## src/rtl/uart_pkg.sv

```systemverilog
// ---------------------------------------------------------------------------
// uart_pkg
// Shared definitions for the buffered UART transmitter:
//   uart_tx_state_t      - transmit FSM state encoding
//   DATA_BITS            - data bits per frame
//   BITS_PER_CLK_DEFAULT - default clocks per serial bit (50 MHz / 9600 baud)
//   parityBit()          - parity of a data byte, optionally inverted for odd
// ---------------------------------------------------------------------------
package uart_pkg;

   localparam int DATA_BITS            = 8;
   localparam int BITS_PER_CLK_DEFAULT = 5208;

   typedef enum logic [2:0] {
      IDLE   = 3'd0,
      START  = 3'd1,
      DATA   = 3'd2,
      PARITY = 3'd3,
      STOP   = 3'd4
   } uart_tx_state_t;

   // Even parity is the XOR of all data bits; odd parity is its inverse.
   function automatic logic parityBit(input logic [DATA_BITS-1:0] dataByte,
                                      input logic                 oddSel);
      return (^dataByte) ^ oddSel;
   endfunction

endpackage

```

## src/rtl/uart_tx_fifo.sv

```systemverilog
// ---------------------------------------------------------------------------
// uart_tx_fifo
// Single-clock synchronous FIFO holding bytes waiting to be transmitted.
// Pointers wrap naturally (DEPTH is a power of two); occupancy and the
// full/empty flags are registered and change on the write/pop edge.
// Ports:
//   clk, rst (async, active low)
//   wr_en, wr_data  - push request; ignored while full
//   rd_en, rd_data  - pop request; rd_data shows the head combinationally
//   level           - occupancy 0..DEPTH
//   full, empty     - registered occupancy flags
// ---------------------------------------------------------------------------
module uart_tx_fifo
   import uart_pkg::*;
#(
   parameter int DEPTH = 8,
   parameter int WIDTH = DATA_BITS
) (
   input  logic                      clk,
   input  logic                      rst,
   input  logic                      wr_en,
   input  logic [WIDTH-1:0]          wr_data,
   input  logic                      rd_en,
   output logic [WIDTH-1:0]          rd_data,
   output logic [$clog2(DEPTH):0]    level,
   output logic                      full,
   output logic                      empty
);

   localparam int PTR_W = $clog2(DEPTH);
   localparam int LVL_W = PTR_W + 1;

   logic [WIDTH-1:0] mem_r [DEPTH];
   logic [PTR_W-1:0] wrPtr_r;
   logic [PTR_W-1:0] rdPtr_r;
   logic [LVL_W-1:0] level_r;
   logic [LVL_W-1:0] levelNext_s;
   logic             full_r;
   logic             empty_r;
   logic             push_s;
   logic             pop_s;

   // Qualify requests with the registered flags and derive next occupancy.
   always_comb begin
      push_s = wr_en & ~full_r;
      pop_s  = rd_en & ~empty_r;
      if (push_s && !pop_s) begin
         levelNext_s = level_r + LVL_W'(1);
      end else if (pop_s && !push_s) begin
         levelNext_s = level_r - LVL_W'(1);
      end else begin
         levelNext_s = level_r;
      end
   end

   // Storage array; contents need no reset because the pointers define validity.
   always_ff @(posedge clk) begin
      if (push_s) begin
         mem_r[wrPtr_r] <= wr_data;
      end
   end

   // Pointers, occupancy and flags.
   always_ff @(posedge clk or negedge rst) begin
      if (!rst) begin
         wrPtr_r <= {PTR_W{1'b0}};
         rdPtr_r <= {PTR_W{1'b0}};
         level_r <= {LVL_W{1'b0}};
         full_r  <= 1'b0;
         empty_r <= 1'b1;
      end else begin
         if (push_s) begin
            wrPtr_r <= wrPtr_r + PTR_W'(1);
         end
         if (pop_s) begin
            rdPtr_r <= rdPtr_r + PTR_W'(1);
         end
         level_r <= levelNext_s;
         full_r  <= (levelNext_s == LVL_W'(DEPTH));
         empty_r <= (levelNext_s == {LVL_W{1'b0}});
      end
   end

   assign rd_data = mem_r[rdPtr_r];
   assign level   = level_r;
   assign full    = full_r;
   assign empty   = empty_r;

endmodule

```

## src/rtl/uart_tx_buffered.sv

```systemverilog
// ---------------------------------------------------------------------------
// uart_tx_buffered
// Buffered UART transmitter. Bytes written on the parallel side are queued
// in uart_tx_fifo and sent as frames: start (0), 8 data bits LSB first,
// optional parity, stop (1). Back-to-back frames follow without idle bits.
// Ports:
//   clk, rst (async, active low)
//   wr_en, wr_data    - queue a byte; wr_data[7] is the LSB (sent first)
//   full, empty, level- FIFO status (registered)
//   overflow          - one-cycle pulse after a write was dropped while full
//   serialData        - registered serial line, idles high
//   busy              - a frame is in progress
//   doneTx            - one-cycle pulse after each stop bit completes
// ---------------------------------------------------------------------------
module uart_tx_buffered
   import uart_pkg::*;
#(
   parameter int bitsPerClk = BITS_PER_CLK_DEFAULT,
   parameter int FIFO_DEPTH = 8,
   parameter bit PARITY_EN  = 1'b1,
   parameter bit PARITY_ODD = 1'b0
) (
   input  logic                          clk,
   input  logic                          rst,
   input  logic                          wr_en,
   input  logic [0:7]                    wr_data,
   output logic                          full,
   output logic                          empty,
   output logic [$clog2(FIFO_DEPTH):0]   level,
   output logic                          overflow,
   output logic                          serialData,
   output logic                          busy,
   output logic                          doneTx
);

   localparam int                CNT_W     = $clog2(bitsPerClk);
   localparam int                IDX_W     = $clog2(DATA_BITS);
   localparam logic [CNT_W-1:0]  BAUD_LAST = CNT_W'(bitsPerClk - 1);
   localparam logic [IDX_W-1:0]  BIT_LAST  = IDX_W'(DATA_BITS - 1);

   uart_tx_state_t                state_r;
   uart_tx_state_t                nextState_s;
   logic [CNT_W-1:0]              baudCnt_r;
   logic [CNT_W-1:0]              baudNext_s;
   logic [IDX_W-1:0]              bitIdx_r;
   logic [IDX_W-1:0]              bitIdxNext_s;
   logic [DATA_BITS-1:0]          shiftReg_r;
   logic [DATA_BITS-1:0]          shiftNext_s;
   logic                          parity_r;
   logic                          parityNext_s;
   logic                          serial_r;
   logic                          serialNext_s;
   logic                          busy_r;
   logic                          done_r;
   logic                          doneNext_s;
   logic                          overflow_r;
   logic                          bitEnd_s;
   logic                          pop_s;
   logic [DATA_BITS-1:0]          txByte_s;
   logic [DATA_BITS-1:0]          fifoData_s;
   logic [$clog2(FIFO_DEPTH):0]   fifoLevel_s;
   logic                          fifoFull_s;
   logic                          fifoEmpty_s;

   // The input port is numbered MSB-first (index 7 = LSB); a plain assignment
   // to a descending vector keeps the byte value, so bit 0 is the LSB here.
   assign txByte_s = wr_data;

   uart_tx_fifo #(
      .DEPTH (FIFO_DEPTH),
      .WIDTH (DATA_BITS)
   ) uFifo (
      .clk     (clk),
      .rst     (rst),
      .wr_en   (wr_en),
      .wr_data (txByte_s),
      .rd_en   (pop_s),
      .rd_data (fifoData_s),
      .level   (fifoLevel_s),
      .full    (fifoFull_s),
      .empty   (fifoEmpty_s)
   );

   // Next-state logic for the frame sequencer.
   always_comb begin
      bitEnd_s    = (baudCnt_r == BAUD_LAST);
      nextState_s = state_r;
      case (state_r)
         IDLE: begin
            if (!fifoEmpty_s) begin
               nextState_s = START;
            end else begin
               nextState_s = IDLE;
            end
         end
         START: begin
            if (bitEnd_s) begin
               nextState_s = DATA;
            end else begin
               nextState_s = START;
            end
         end
         DATA: begin
            if (bitEnd_s && (bitIdx_r == BIT_LAST)) begin
               if (PARITY_EN) begin
                  nextState_s = PARITY;
               end else begin
                  nextState_s = STOP;
               end
            end else begin
               nextState_s = DATA;
            end
         end
         PARITY: begin
            if (bitEnd_s) begin
               nextState_s = STOP;
            end else begin
               nextState_s = PARITY;
            end
         end
         STOP: begin
            // A queued byte chains straight into the next start bit.
            if (bitEnd_s) begin
               if (!fifoEmpty_s) begin
                  nextState_s = START;
               end else begin
                  nextState_s = IDLE;
               end
            end else begin
               nextState_s = STOP;
            end
         end
         default: nextState_s = IDLE;
      endcase
   end

   // Datapath and output next-values: serialData carries the value of the
   // state (or data bit) being entered on the same edge.
   always_comb begin
      pop_s        = 1'b0;
      serialNext_s = serial_r;
      shiftNext_s  = shiftReg_r;
      bitIdxNext_s = bitIdx_r;
      parityNext_s = parity_r;
      doneNext_s   = 1'b0;
      if ((state_r == IDLE) || bitEnd_s) begin
         baudNext_s = {CNT_W{1'b0}};
      end else begin
         baudNext_s = baudCnt_r + CNT_W'(1);
      end
      case (state_r)
         IDLE: begin
            if (!fifoEmpty_s) begin
               pop_s        = 1'b1;
               shiftNext_s  = fifoData_s;
               parityNext_s = parityBit(fifoData_s, PARITY_ODD);
               bitIdxNext_s = {IDX_W{1'b0}};
               serialNext_s = 1'b0;
            end else begin
               serialNext_s = 1'b1;
            end
         end
         START: begin
            if (bitEnd_s) begin
               serialNext_s = shiftReg_r[0];
               shiftNext_s  = {1'b0, shiftReg_r[DATA_BITS-1:1]};
               bitIdxNext_s = {IDX_W{1'b0}};
            end else begin
               serialNext_s = serial_r;
            end
         end
         DATA: begin
            if (bitEnd_s && (bitIdx_r == BIT_LAST)) begin
               if (PARITY_EN) begin
                  serialNext_s = parity_r;
               end else begin
                  serialNext_s = 1'b1;
               end
            end else if (bitEnd_s) begin
               serialNext_s = shiftReg_r[0];
               shiftNext_s  = {1'b0, shiftReg_r[DATA_BITS-1:1]};
               bitIdxNext_s = bitIdx_r + IDX_W'(1);
            end else begin
               serialNext_s = serial_r;
            end
         end
         PARITY: begin
            if (bitEnd_s) begin
               serialNext_s = 1'b1;
            end else begin
               serialNext_s = serial_r;
            end
         end
         STOP: begin
            if (bitEnd_s) begin
               doneNext_s = 1'b1;
               if (!fifoEmpty_s) begin
                  pop_s        = 1'b1;
                  shiftNext_s  = fifoData_s;
                  parityNext_s = parityBit(fifoData_s, PARITY_ODD);
                  bitIdxNext_s = {IDX_W{1'b0}};
                  serialNext_s = 1'b0;
               end else begin
                  serialNext_s = 1'b1;
               end
            end else begin
               serialNext_s = serial_r;
            end
         end
         default: serialNext_s = 1'b1;
      endcase
   end

   // State register plus registered outputs.
   always_ff @(posedge clk or negedge rst) begin
      if (!rst) begin
         state_r    <= IDLE;
         baudCnt_r  <= {CNT_W{1'b0}};
         bitIdx_r   <= {IDX_W{1'b0}};
         shiftReg_r <= {DATA_BITS{1'b0}};
         parity_r   <= 1'b0;
         serial_r   <= 1'b1;
         busy_r     <= 1'b0;
         done_r     <= 1'b0;
         overflow_r <= 1'b0;
      end else begin
         state_r    <= nextState_s;
         baudCnt_r  <= baudNext_s;
         bitIdx_r   <= bitIdxNext_s;
         shiftReg_r <= shiftNext_s;
         parity_r   <= parityNext_s;
         serial_r   <= serialNext_s;
         busy_r     <= (nextState_s != IDLE);
         done_r     <= doneNext_s;
         // Uses the registered full flag, so a same-cycle pop does not save the byte.
         overflow_r <= wr_en & fifoFull_s;
      end
   end

   assign full       = fifoFull_s;
   assign empty      = fifoEmpty_s;
   assign level      = fifoLevel_s;
   assign overflow   = overflow_r;
   assign serialData = serial_r;
   assign busy       = busy_r;
   assign doneTx     = done_r;

endmodule

```

## config.mk

```make
export PLATFORM = sky130hd
export DESIGN_NAME = uart_tx_buffered
export DESIGN_NICKNAME = d
export VERILOG_FILES = /design/src/rtl/uart_pkg.sv /design/src/rtl/uart_tx_fifo.sv /design/src/rtl/uart_tx_buffered.sv
export SDC_FILE = /design/constraint.sdc
export NUM_CORES = 1
export LEC_CHECK = 0
export ABC_AREA = 1
export CAP_MARGIN = 10
export CORE_MARGIN = 2
export CORE_UTILIZATION = 55
export CTS_CLUSTER_DIAMETER = 40
export DETAILED_ROUTE_END_ITERATION = 7
export PLACE_DENSITY = 0.82
export SYNTH_ARGS = -nofsm -noshare
export SYNTH_HDL_FRONTEND = slang
export SYNTH_HIERARCHICAL = 1
export SYNTH_SLANG_ARGS = --single-unit
```

## constraint.sdc

```tcl
create_clock -name clk -period 3.7 [get_ports clk]
set_input_delay 0.37 -clock clk [delete_from_list [all_inputs] [get_ports clk]]
set_output_delay 0.37 -clock clk [all_outputs]
set_load 0.01 [all_outputs]
```

Word-level counts from Yosys, hierarchy flattened --
Memories as Yosys holds them, arrays and structs flattened. Cells that the tools add are included.
Storage, ports and cells: flip-flop bits (word level) 44, bits in writable memories 64, bits of input ports 11, output and inout bits 10, word-level logic and storage cells 90, memories kept 1
Memories:
- uFifo.mem_r | depth 8, width 8, rd ports 1, clocked after memory_dff 0, wr ports 1, line uart_tx_fifo.sv:33 | logic [WIDTH-1:0] mem_r [DEPTH];
Cells by class: add/sub/neg operators 6, equal/unequal tests 12, multiplexer cells 36, bitwise logic cells 5, reduce and logical (&&, ||, !) cells 16
Operators with widths (number):
- $mux 8 | 4
- $pmux 8 s4 | 1
- $mux 3 | 7
- $mux 1 | 15
- $pmux 3 s5 | 1
- $add 13x1->13 const B | 1
- $eq 13x13->1 const B | 1
- $mux 13 | 1
- $pmux 3 s4 | 1
- $ne 2x2->1 const B | 5
- $add 3x1->3 const B | 3
- $mux 4 | 2
- $reduce_xor 8->1 | 1
- $eq 3x2->1 const B | 2
- $eq 3x3->1 const B | 2
- $pmux 1 s5 | 1
- $reduce_and 5->1 | 1
- $add 4x1->4 const B | 1
- $eq 4x4->1 const B | 1
- $logic_not 4->1 | 1
- $pmux 1 s2 | 2
- $reduce_and 2->1 | 2
- $reduce_bool 4->1 | 1
- $sub 4x1->4 const B | 1
- 11 further kinds | 17

Longest topological paths before layout --
Gate-level depths: netlist (run 1).
depth in word-level cells 8, gate-level depth with buffers 16, mapped depth without buffers 16

Modules after synthesis --
The synthesis (run 1) kept the hierarchy.
Modules (own cells, without submodules):
- uart_tx_fifo | instances 1, cells an instance 293, area an instance 3241.9 µm², seq. area each 2223.4 µm²
- uart_tx_buffered | instances 1, cells an instance 217, area an instance 1775.5 µm², seq. area each 802.0 µm²

Worst setup path before layout (run 1) --
Ideal clock, no wire load.
path kind register to register, start register baudCnt_r[0], end register uFifo.full_r, in the netlist uFifo/full, setup time 0.116 ns, arrival time 1.890 ns, required time 3.584 ns, setup slack 1.694 ns, cell stages (with the launch flop) 15, path buffers 0, clock period less this slack 2.006 ns, cells stage by stage dfrtp_1 ha_1 nand2_1 inv_2 nand2_1 nor2_1 nand2_2 a21oi_2 inv_1 nor2_4 nand2_2 o21ai_0 nor2_2 nand2_1 nor2_1
Between the ends: word-level cells in the longest chain between the ends 8, elaborated cells between the ends (all ways) 10, classes of those cells eq/ne: 2; mux: 4; bitwise: 1; reduce/logical: 3
RTL lines:
- start: declaration | line uart_tx_buffered.sv:43 | logic [CNT_W-1:0] baudCnt_r;
- start signal: assignment | line uart_tx_buffered.sv:218 | baudCnt_r <= {CNT_W{1'b0}};
- start signal: assignment | line uart_tx_buffered.sv:228 | baudCnt_r <= baudNext_s;
- $eq 13x13->1 (*) | line uart_tx_buffered.sv:86 | bitEnd_s = (baudCnt_r == BAUD_LAST);
- $mux 1 (*) | line uart_tx_buffered.sv:195 | if (bitEnd_s) begin
- $pmux 1 s2 (*) | line uart_tx_buffered.sv:151 | case (state_r)
- via pop_s | line uart_tx_buffered.sv:58 | logic pop_s;
- $and 1x1->1 (*) | line uart_tx_fifo.sv:46 | pop_s = rd_en & ~empty_r;
- $logic_and 1x1->1 / $logic_not 1->1 (equally long branches) | line uart_tx_fifo.sv:49, uart_tx_fifo.sv:47
- $mux 4 / $logic_and 1x1->1 (equally long branches) | line uart_tx_fifo.sv:49, uart_tx_fifo.sv:47
- $mux 4 (*) | line uart_tx_fifo.sv:47 | if (push_s && !pop_s) begin
- $eq 4x4->1 (*) | line uart_tx_fifo.sv:79 | full_r <= (levelNext_s == LVL_W'(DEPTH));
- end signal: assignment | line uart_tx_fifo.sv:79
- end: declaration | line uart_tx_fifo.sv:38 | logic full_r;
The timed path passes the listed nets; every way through them passes the cells marked *. A chain may end at the register's enable or synchronous reset.

Final worst setup path (run 1) --
start register uFifo.rdPtr_r[1], end register parity_r
Between the ends: word-level cells in the longest chain between the ends 5
RTL lines:
- start: declaration | line uart_tx_fifo.sv:35 | logic [PTR_W-1:0] rdPtr_r;
- start signal: assignment | line uart_tx_fifo.sv:67 | rdPtr_r <= {PTR_W{1'b0}};
- start signal: assignment | line uart_tx_fifo.sv:76 | rdPtr_r <= rdPtr_r + PTR_W'(1);
- $mem_v2 8x8 (*)
- via fifoData_s[2] | line uart_tx_buffered.sv:60 | logic [DATA_BITS-1:0] fifoData_s;
- $reduce_xor 8->1 (*) | line uart_pkg.sv:25 | return (^dataByte) ^ oddSel;
- $mux 1 (*) | line uart_tx_buffered.sv:153, uart_tx_buffered.sv:197
- $mux 1 | line uart_tx_buffered.sv:195
- $pmux 1 s2 (*) | line uart_tx_buffered.sv:151
- end signal: assignment | line uart_tx_buffered.sv:231 | parity_r <= parityNext_s;
- end: declaration | line uart_tx_buffered.sv:49 | logic parity_r;
The timed path passes the listed nets; every way through them passes the cells marked *. The select of a mux whose other input is x is not followed.

==> results of run 1 <==
Yosys cell counts (all sizes together) (2+ instances only):
cell type	number
a21oi	10
buf	11
clkbuf	2
dfrtp	42
dfstp	2
edfxtp	64
ha	7
inv	41
mux2i	7
nand2	114
nand3	17
nand4	2
nor2	97
nor3	7
o21ai	68
or2	2
xnor2	5
xor2	8
per-layer routing:
layer  part of all wire [%]  GRT usage, %  vias up
met5                      0             0        -
met4                    2.5          9.48        0
met3                    5.0          2.60       25
met2                     51          36.6      125
met1                     41          26.9     1717
li1                       -             -     1716
sequential cells by signal (all words and copies together) (netlist names):
signal	flops
uFifo/rdPtr_r	3
uFifo/mem_r	64
busy	1
state_r	3
uFifo/empty	1
bitIdx_r	3
uFifo/full	1
parity_r	1
uFifo/level	4
serialData	1
shiftReg_r	8
doneTx	1
uFifo/wrPtr_r	3
overflow	1
baudCnt_r	13
logic make-up (layout without fill, tap and decap cells):
family,after synthesis,count (layout),share of synthesized area (%)
mux,7,7,1.40
simple gates,240,240,20.6
xor+xnor,13,13,2.42
compound gates,80,80,8.83
fa+ha+maj,7,7,1.75
buf+inv,55,79,4.74
flops,108,108,60.3
metrics by stage:
step | area, um^2 | worst slack (ps)
floorplan | 5020 | 1690
global placement | 5280 | 1260
detailed placement | 5280 | 1150
CTS | 5470 | 1310
global route | 5470 | 1010
finish | 5470 | 1270
power breakdown:
| group | internal, uW | switching, uW | total (uW) | leakage [uW] |
|---|---|---|---|---|
| Clock | 316 | 407 | 723 | 0.0000914 |
| Sequential | 1440 | 73.2 | 1510 | 0.00113 |
| Combinational | 179 | 310 | 490 | 0.00103 |
| Total | 1930 | 791 | 2730 | 0.00225 |
cell type report:
| type | count | area share (%) |
|---|---|---|
| flip-flops and latches | 108 | 55.3 |
| repair buffers | 21 | 3.70 |
| multi-input cells | 347 | 32.1 |
| clock buffers | 9 | 2.26 |
| clock inverters | 7 | 1.35 |
| inverters | 42 | 2.88 |
| well taps | 108 | 2.47 |
cells in the final DEF, fill, tap and decap left out, types with 14 or more instances in the layout:
master / synthesis / final
inv_1: 32 / 32
o21ai_1: 14 / 14
nand2_1: 105 / 105
edfxtp_1: 64 / 64
dfrtp_1: 42 / 42
o21ai_0: 45 / 45
nand3_1: 14 / 14
nor2_1: 92 / 92
clkdlybuf4s50_1: 0 / 19
worst max-delay path, stage by stage (launching register included):
cell and delay, ps:
dfrtp_1 1000, o21ai_0 270, o21ai_1 200, nand2_1 70, nand2_1 110, xor2_1 280
xor2_1 180, nand2_1 70, nand2_1 50, nand2_1 40, o21ai_0 80
path summary, 6_finish.rpt:
check,from,to,slack (ps),cells after the start
worst max-delay path,uFifo/rdPtr_r[1],parity_r,1270,10
worst min-delay path,rst,baudCnt_r[10],140,1
worst max register to register,uFifo/rdPtr_r[1],parity_r,1270,10
worst min register to register,baudCnt_r[0],baudCnt_r[0],470,1
max in group asynchronous,rst,uFifo/level[0],2960,1
min in group clk,baudCnt_r[0],baudCnt_r[0],470,1
==> flow_metrics.tcl, run 1 <==
set metrics [dict create \
    status "finished clean" \
    grt_pass1_wl_um 16300 \
    antenna_found_initial 0 \
    final_hold_viol_count 0 \
    ys_ff_latch 108 \
    clk_pin_slew_ps 110 \
    via_per_inst 5.58 \
    numCtsBuffers 9 \
    clockRootBuffer "clkbuf_8" \
    die_area_um2 9900 \
    worstHoldPathType "in2async" \
    finalNetCount 547 \
    routabilityCongestion 0.877 \
    end_kind "register" \
    crit_path_start_kind "register" \
    gr-total-overflow 0 \
    setup_tns_ps 0 \
    cts_tree "done" \
    wirelength_um 9980 \
    syn_inst 510 \
    slew_viol_final 0 \
    synth_seq_area_share_pct 60.3 \
    grt_setup_unrepaired "no" \
    slew_headroom_pct 34.8 \
    ir_drop_v 0.000283 \
    ys_warn_count 6 \
    syn_avg_cell_area_um2 9.84 \
    synth_area_leaders "edfxtp_1 (38%), dfrtp_1 (21%), nand2_1 (7.9%)" \
    drc_errors 0 \
    fillCellCount 699 \
    utilization_pct 62.5 \
    synth_top_area_cell "edfxtp_1" \
    portBuffers 20 \
    power_density_nw_per_um2 498 \
    leakage_uw 0.00225 \
    arrival_ps 2730 \
    final_cells 642 \
    dp.cells 626 \
    syn-num-nets 528 \
    crit_required_ps 4000 \
    pin_count 21 \
    clock_tree.htree_level_count 3 \
    row_count 34 \
    initial_utilization_pct 57.3 \
    syn_area_um2 5020 \
    hpwl_um 7040 \
    worst_pin_slew_ps 978 \
    period_needed_ps 2430 \
    setup_viol 0 \
    first_iter_violations 261 \
    cts.sinks 108 \
    antenna_left 0 \
    cap_violations 0 \
    cts_buffer_depth 2 \
    area_delta_synth_final_pct 9.08 \
    dieHeight_um 99.5 \
    seqCellArea_um2 3030 \
    grt_pass1_vias 3492 \
    hold-worst-slack_ps 138 \
    yosysUniqueCellTypes 36 \
    coreArea_um2 8760 \
    dieWidth_um 99.5 \
    multiInputGateArea_um2 1750 \
    grt_start_max_net_pins 45 \
    critPathKind "reg2reg" \
    wl_per_cell_um 15.5 \
    p_total_uw 2730 \
    vias 3583 \
    synthFlopType "edfxtp_1" \
    synth_edf_count 64 \
    period_share_pct 65.7 \
    antennaDiodeCount 0 \
    holdBufCountCts 0 \
    drive_gt1_share_pct 11.0 \
    cts-resized-gates 0 \
    grt_usage_pct 21.2 \
    synthArstFlopShare_pct 40.7 \
    crit_fanout 34 \
    clk_latency_ps 370 \
    fin_skew_ps 13.8 \
    firstDrtPassIters 5 \
    fmax_mhz 412 \
    yosysTopAreaCellShare_pct 38.3 \
    cts_setup_buffers 0 \
]
No activity file was read; power rests on OpenSTA's default activity.
==> inputs of run 2 (changes only) <==
--- a/config.mk
+++ b/config.mk
@@ -8,10 +8,10 @@
 export ABC_AREA = 1
 export CAP_MARGIN = 10
 export CORE_MARGIN = 2
-export CORE_UTILIZATION = 55
+export CORE_UTILIZATION = 54
 export CTS_CLUSTER_DIAMETER = 40
 export DETAILED_ROUTE_END_ITERATION = 7
-export PLACE_DENSITY = 0.82
+export PLACE_DENSITY = 0.84
 export SYNTH_ARGS = -nofsm -noshare
 export SYNTH_HDL_FRONTEND = slang
 export SYNTH_HIERARCHICAL = 1
==> constraint.sdc (replaced) <==
create_clock -name clk -period 2.2 [get_ports clk]
set_input_delay 0.22 -clock clk [delete_from_list [all_inputs] [get_ports clk]]
set_output_delay 0.22 -clock clk [all_outputs]
set_load 0.01 [all_outputs]
==> run 2 against run 1 <==
Net effect:
- clock skew rose by 2.7 ps
- power up 72%
- sequential cell count did not move
- largest cell class unchanged
==> flow_metrics.tcl, run 2 (synthesized netlist as in run 1, its figures left out) <==
set metrics [dict create \
    status "finished clean" \
    largest_register "uFifo/mem_r" \
    critical_path.startpoint "uFifo/rdPtr_r[0]" \
    path_cells "inv_2, buf_12, o21ai_0, o21ai_0, nand2_1, nand2_1, xnor2_2, xor2_1, nand2_1, nand2_1, nand2_1, o21ai_0" \
    end_kind "register" \
    clk_pin_slew_ps 120 \
    antenna_left 0 \
    dieWidth_um 100 \
    die_area_um2 10100 \
    crit_family "flip-flops" \
    grt_start_max_net_pins 35 \
    power_density_nw_per_um2 812 \
    final_cell_area_um2 5760 \
    clockRootBuffer "clkbuf_8" \
    firstDrtPassIters 5 \
    hpwl_um 6650 \
    cpPeakStageDelay_ps 460 \
    worstHoldPathType "in2async" \
    hold-worst-slack_ps 369 \
    leakage_uw 0.00241 \
    cts.sinks 108 \
    clk_latency_ps 380 \
    setup_viol 0 \
    crit_top_cell "nand2_1" \
    largest_reg_flops 64 \
    row_count 35 \
    period_needed_ps 2150 \
    grt_pass1_vias 3522 \
    wl_per_cell_um 14.9 \
    path_depth 12 \
    placed_area_um2 5450 \
    reg2reg_to "parity_r" \
    antennaDiodeCount 0 \
    grt_usage_pct 20.3 \
    cap_violations 0 \
    critPathBufInv 2 \
    ir_drop_v 0.000611 \
    first_iter_violations 250 \
    worstSetupEndpoint "parity_r" \
    layout_common_cells "nand2_1 (104), nor2_1 (89), edfxtp_1 (64)" \
    worst_pin_slew_ps 576 \
    fin_skew_ps 16.5 \
    numCtsBuffers 9 \
    critPathKind "reg2reg" \
    gr-total-overflow 0 \
    initial_utilization_pct 55.1 \
    drc_errors 0 \
    drive_gt1_share_pct 16.6 \
    finalNetCount 573 \
    r2r_cells 12 \
    biggestRegsByFlops "uFifo/mem_r x64, baudCnt_r x13, shiftReg_r x8" \
    r2r-start "uFifo/rdPtr_r[0]" \
    crit_path_start_kind "register" \
    setup_tns_ps 0 \
    cts_buffer_depth 2 \
    fillCellCount 697 \
    pin_count 21 \
    seqCellArea_um2 3030 \
    slew_headroom_pct 61.6 \
    period_share_pct 97.8 \
    slew_viol_final 0 \
    fmax_mhz 465 \
    multiInputGateArea_um2 1800 \
    grt_pass1_wl_um 15900 \
    routabilityCongestion 0.857 \
    crit_required_ps 2490 \
    via_per_inst 5.49 \
    arrival_ps 2440 \
    area_delta_synth_final_pct 14.8 \
    clock_tree.htree_level_count 3 \
    portBuffers 20 \
    cts_tree "done" \
    final_hold_viol_count 0 \
    timing.reg2reg.setup_slack_ps 50 \
    slowest_stage "dfrtp_1" \
    crit_fanout 25 \
    wirelength_um 9970 \
    coreArea_um2 9110 \
    vias 3683 \
    antenna_found_initial 0 \
    dieHeight_um 100 \
    layout_commonest_cell "nand2_1" \
]
## run 2: worst min path at each step
| stage | from | to | slack [ps] | cells past startpoint |
|---|---|---|---|---|
| CTS | rst | uFifo/rdPtr_r[1] | 390 | 2 |
| floorplan | rst | baudCnt_r[0] | -80 | 0 |
| global route | rst | uFifo/wrPtr_r[2] | 410 | 2 |
| detailed placement | rst | shiftReg_r[0] | 260 | 1 |
| finish | rst | uFifo/wrPtr_r[2] | 370 | 2 |
| global placement | rst | shiftReg_r[1] | 240 | 1 |
## run 2: area by class of cell
type                    instances  area share [%]
flip-flops and latches        108            52.5
multi-input cells             348            31.3
repair buffers                 46            7.47
inverters                      42            2.74
well taps                     111            2.41
clock buffers                   9            2.15
clock inverters                 7            1.46
## run 2: layer usage
metal / up-vias / routed length, um / global-route usage, %
met2: 140 / 5230 / 36.5
met5: - / 0 / 0
li1: 1775 / - / -
met3: 25 / 552 / 3.97
met1: 1743 / 3990 / 24.0
met4: 0 / 197 / 7.48
## run 2: timing repair
| action | in CTS | in global routing |
|---|---|---|
| hold endpoints to repair | 22 | 0 |
| setup endpoints to repair | 0 | 6 |
| buffers inserted | 0 | 5 |
| hold buffers | 1 | 0 |
| gates resized for setup | 0 | 11 |
## run 2: through the flow
step	setup slack, ps	power (uW)	util (%)	cells
floorplan	194	3080	-	510
global placement	161	3400	59.8	648
detailed placement	75.6	3450	59.8	648
CTS	12.9	4660	62.2	665
global route	-50.8	4890	63.2	671
finish	49.1	4680	63.2	671
## run 2: where the power goes
| group | switching, uW | internal, uW | leakage, uW |
|---|---|---|---|
| Clock | 765 | 461 | 0.000105 |
| Sequential | 114 | 2420 | 0.00113 |
| Combinational | 568 | 355 | 0.00118 |
| Total | 1450 | 3230 | 0.00241 |
==> inputs of run 3 (changes only) <==
--- a/config.mk
+++ b/config.mk
@@ -12,6 +12,7 @@
 export CTS_CLUSTER_DIAMETER = 40
 export DETAILED_ROUTE_END_ITERATION = 7
 export PLACE_DENSITY = 0.84
+export SETUP_SLACK_MARGIN = 0.5
 export SYNTH_ARGS = -nofsm -noshare
 export SYNTH_HDL_FRONTEND = slang
 export SYNTH_HIERARCHICAL = 1
==> run 3 against run 2 <==
Net effect:
- clock power rose by 6%
- critical path depth rose by 5
- count of clock-buffer cells in the layout did not move
- via count rose by 5.2%
- core utilization rose by 5.4 points
- clock skew rose by 2.4 ps
- combinational power rose by 14%
- sequential cell count did not move
- design area rose by 8.6%
- non-clock buffer count rose by 21
- first-iteration DRC count fell by 21%
- largest cell class unchanged
- highest routed layer unchanged
==> flow_metrics.tcl, run 3 (synthesized netlist as in run 1, its figures left out) <==
set metrics [dict create \
    status "finished clean" \
    cts_tree "done" \
    slew_headroom_pct 72.9 \
    clk_pin_slew_ps 110 \
    crit_required_ps 2480 \
    layout_common_cells "nor2_1 (80), nand2_1 (78), edfxtp_1 (64)" \
    p_total_uw 4890 \
    largest_register "uFifo/mem_r" \
    initial_utilization_pct 55.1 \
    antennaDiodeCount 0 \
    biggestRegsByFlops "uFifo/mem_r x64, baudCnt_r x13, shiftReg_r x8" \
    utilization_pct 68.7 \
    final_hold_viol_count 0 \
    die_area_um2 10100 \
    leakage_uw 0.00262 \
    dieHeight_um 100 \
    fmax_mhz 494 \
    critPathKind "reg2reg" \
    ir_drop_v 0.000557 \
    end_kind "register" \
    fin_skew_ps 18.9 \
    period_share_pct 92.0 \
    period_needed_ps 2020 \
    grt_usage_pct 21.9 \
    first_iter_violations 198 \
    arrival_ps 2310 \
    routabilityCongestion 0.862 \
    grt_start_max_net_pins 35 \
    fillCellCount 590 \
    via_per_inst 5.60 \
    grt_pass1_vias 3736 \
    worst_pin_slew_ps 407 \
    crit_fanout 4 \
    clock_tree.htree_level_count 3 \
    gr-total-overflow 0 \
    finalNetCount 593 \
    clockRootBuffer "clkbuf_8" \
    dieWidth_um 100 \
    vias 3873 \
    coreArea_um2 9110 \
    multiInputGateArea_um2 2040 \
    cap_violations 0 \
    row_count 35 \
    clk_latency_ps 370 \
    portBuffers 20 \
    wirelength_um 11300 \
    largest_reg_flops 64 \
    cts_buffer_depth 2 \
    setup_tns_ps 0 \
    power_density_nw_per_um2 781 \
    firstDrtPassIters 5 \
    numCtsBuffers 9 \
    slew_viol_final 0 \
    drive_gt1_share_pct 27.1 \
    grt_pass1_wl_um 17200 \
    drc_errors 0 \
    cts.sinks 108 \
    setup_viol 0 \
    wl_per_cell_um 16.4 \
    layout_commonest_cell "nor2_1" \
    grt_setup_unrepaired "yes" \
    crit_path_start_kind "register" \
    hpwl_um 6620 \
    pin_count 21 \
    worstHoldPathType "in2async" \
    area_delta_synth_final_pct 24.6 \
    antenna_left 0 \
    antenna_found_initial 0 \
    seqCellArea_um2 3030 \
]
## run 3: repair_timing
| action | CTS | global route |
|---|---|---|
| setup endpoints to repair | 12 | 32 |
| gates resized for setup | 30 | 72 |
| hold endpoints to repair | 16 | 0 |
| gates cloned | 0 | 3 |
| setup buffers | 12 | 13 |
| hold buffers | 1 | 0 |
| pin swaps | 12 | 25 |
## run 3: where the power goes
| group | internal [uW] | switching, uW |
|---|---|---|
| logic | 414 | 631 |
| clock network | 563 | 739 |
| registers | 2420 | 121 |
## run 3: worst paths after layout
check                        startpoint           end  slack, ps  depth (start not counted)
setup / recovery           baudCnt_r[1]    uFifo/full        180                         17
hold / removal                      rst  baudCnt_r[9]        290                          2
setup reg to reg           baudCnt_r[1]    uFifo/full        180                         17
max in group asynchronous           rst   uFifo/empty       1160                          3
hold reg to reg             bitIdx_r[1]   bitIdx_r[1]        530                          2
min in group clk                  wr_en      overflow        420                          3
## run 3: through the flow
step,hold WS (ps),setup slack (ps),area (um^2),cells
final,294,176,6250,691
after global routing,331,61.4,6250,691
after CTS,296,263,5850,675
after detailed placement,173,74.6,5430,646
after global placement,163,187,5430,646
after floorplan,-75.6,299,5030,510
## run 3: cell type report
cell class	instances	share of cell area, %
Sequential cell	108	48.4
Clock buffer	9	1.98
Inverter	42	2.56
Clock inverter	7	1.52
Tap cell	111	2.22
Timing Repair Buffer	67	10.6
Multi-Input combinational cell	347	32.7
## run 3: routing by layer
metal  wire (um)  vias up  GRT usage, %
met3         572       28          4.46
met5           0        -             0
met4         314        0          9.38
met1        4490     1912          26.0
li1            -     1806             -
met2        5930      127          38.8
## run 3: worst max-delay path, cell delays in order, from the launching register on
cell	delay [ps]
dfrtp_1	360
ha_2	190
nand2_2	50
inv_2	60
nand2_2	70
nor2_4	120
nand2_2	80
a21oi_4	230
inv_2	70
nor2_4	120
buf_6	130
nand3_2	70
nand2_1	80
nand2_1	60
nand2_2	90
inv_2	50
nand2_1	50
nor2_1	40
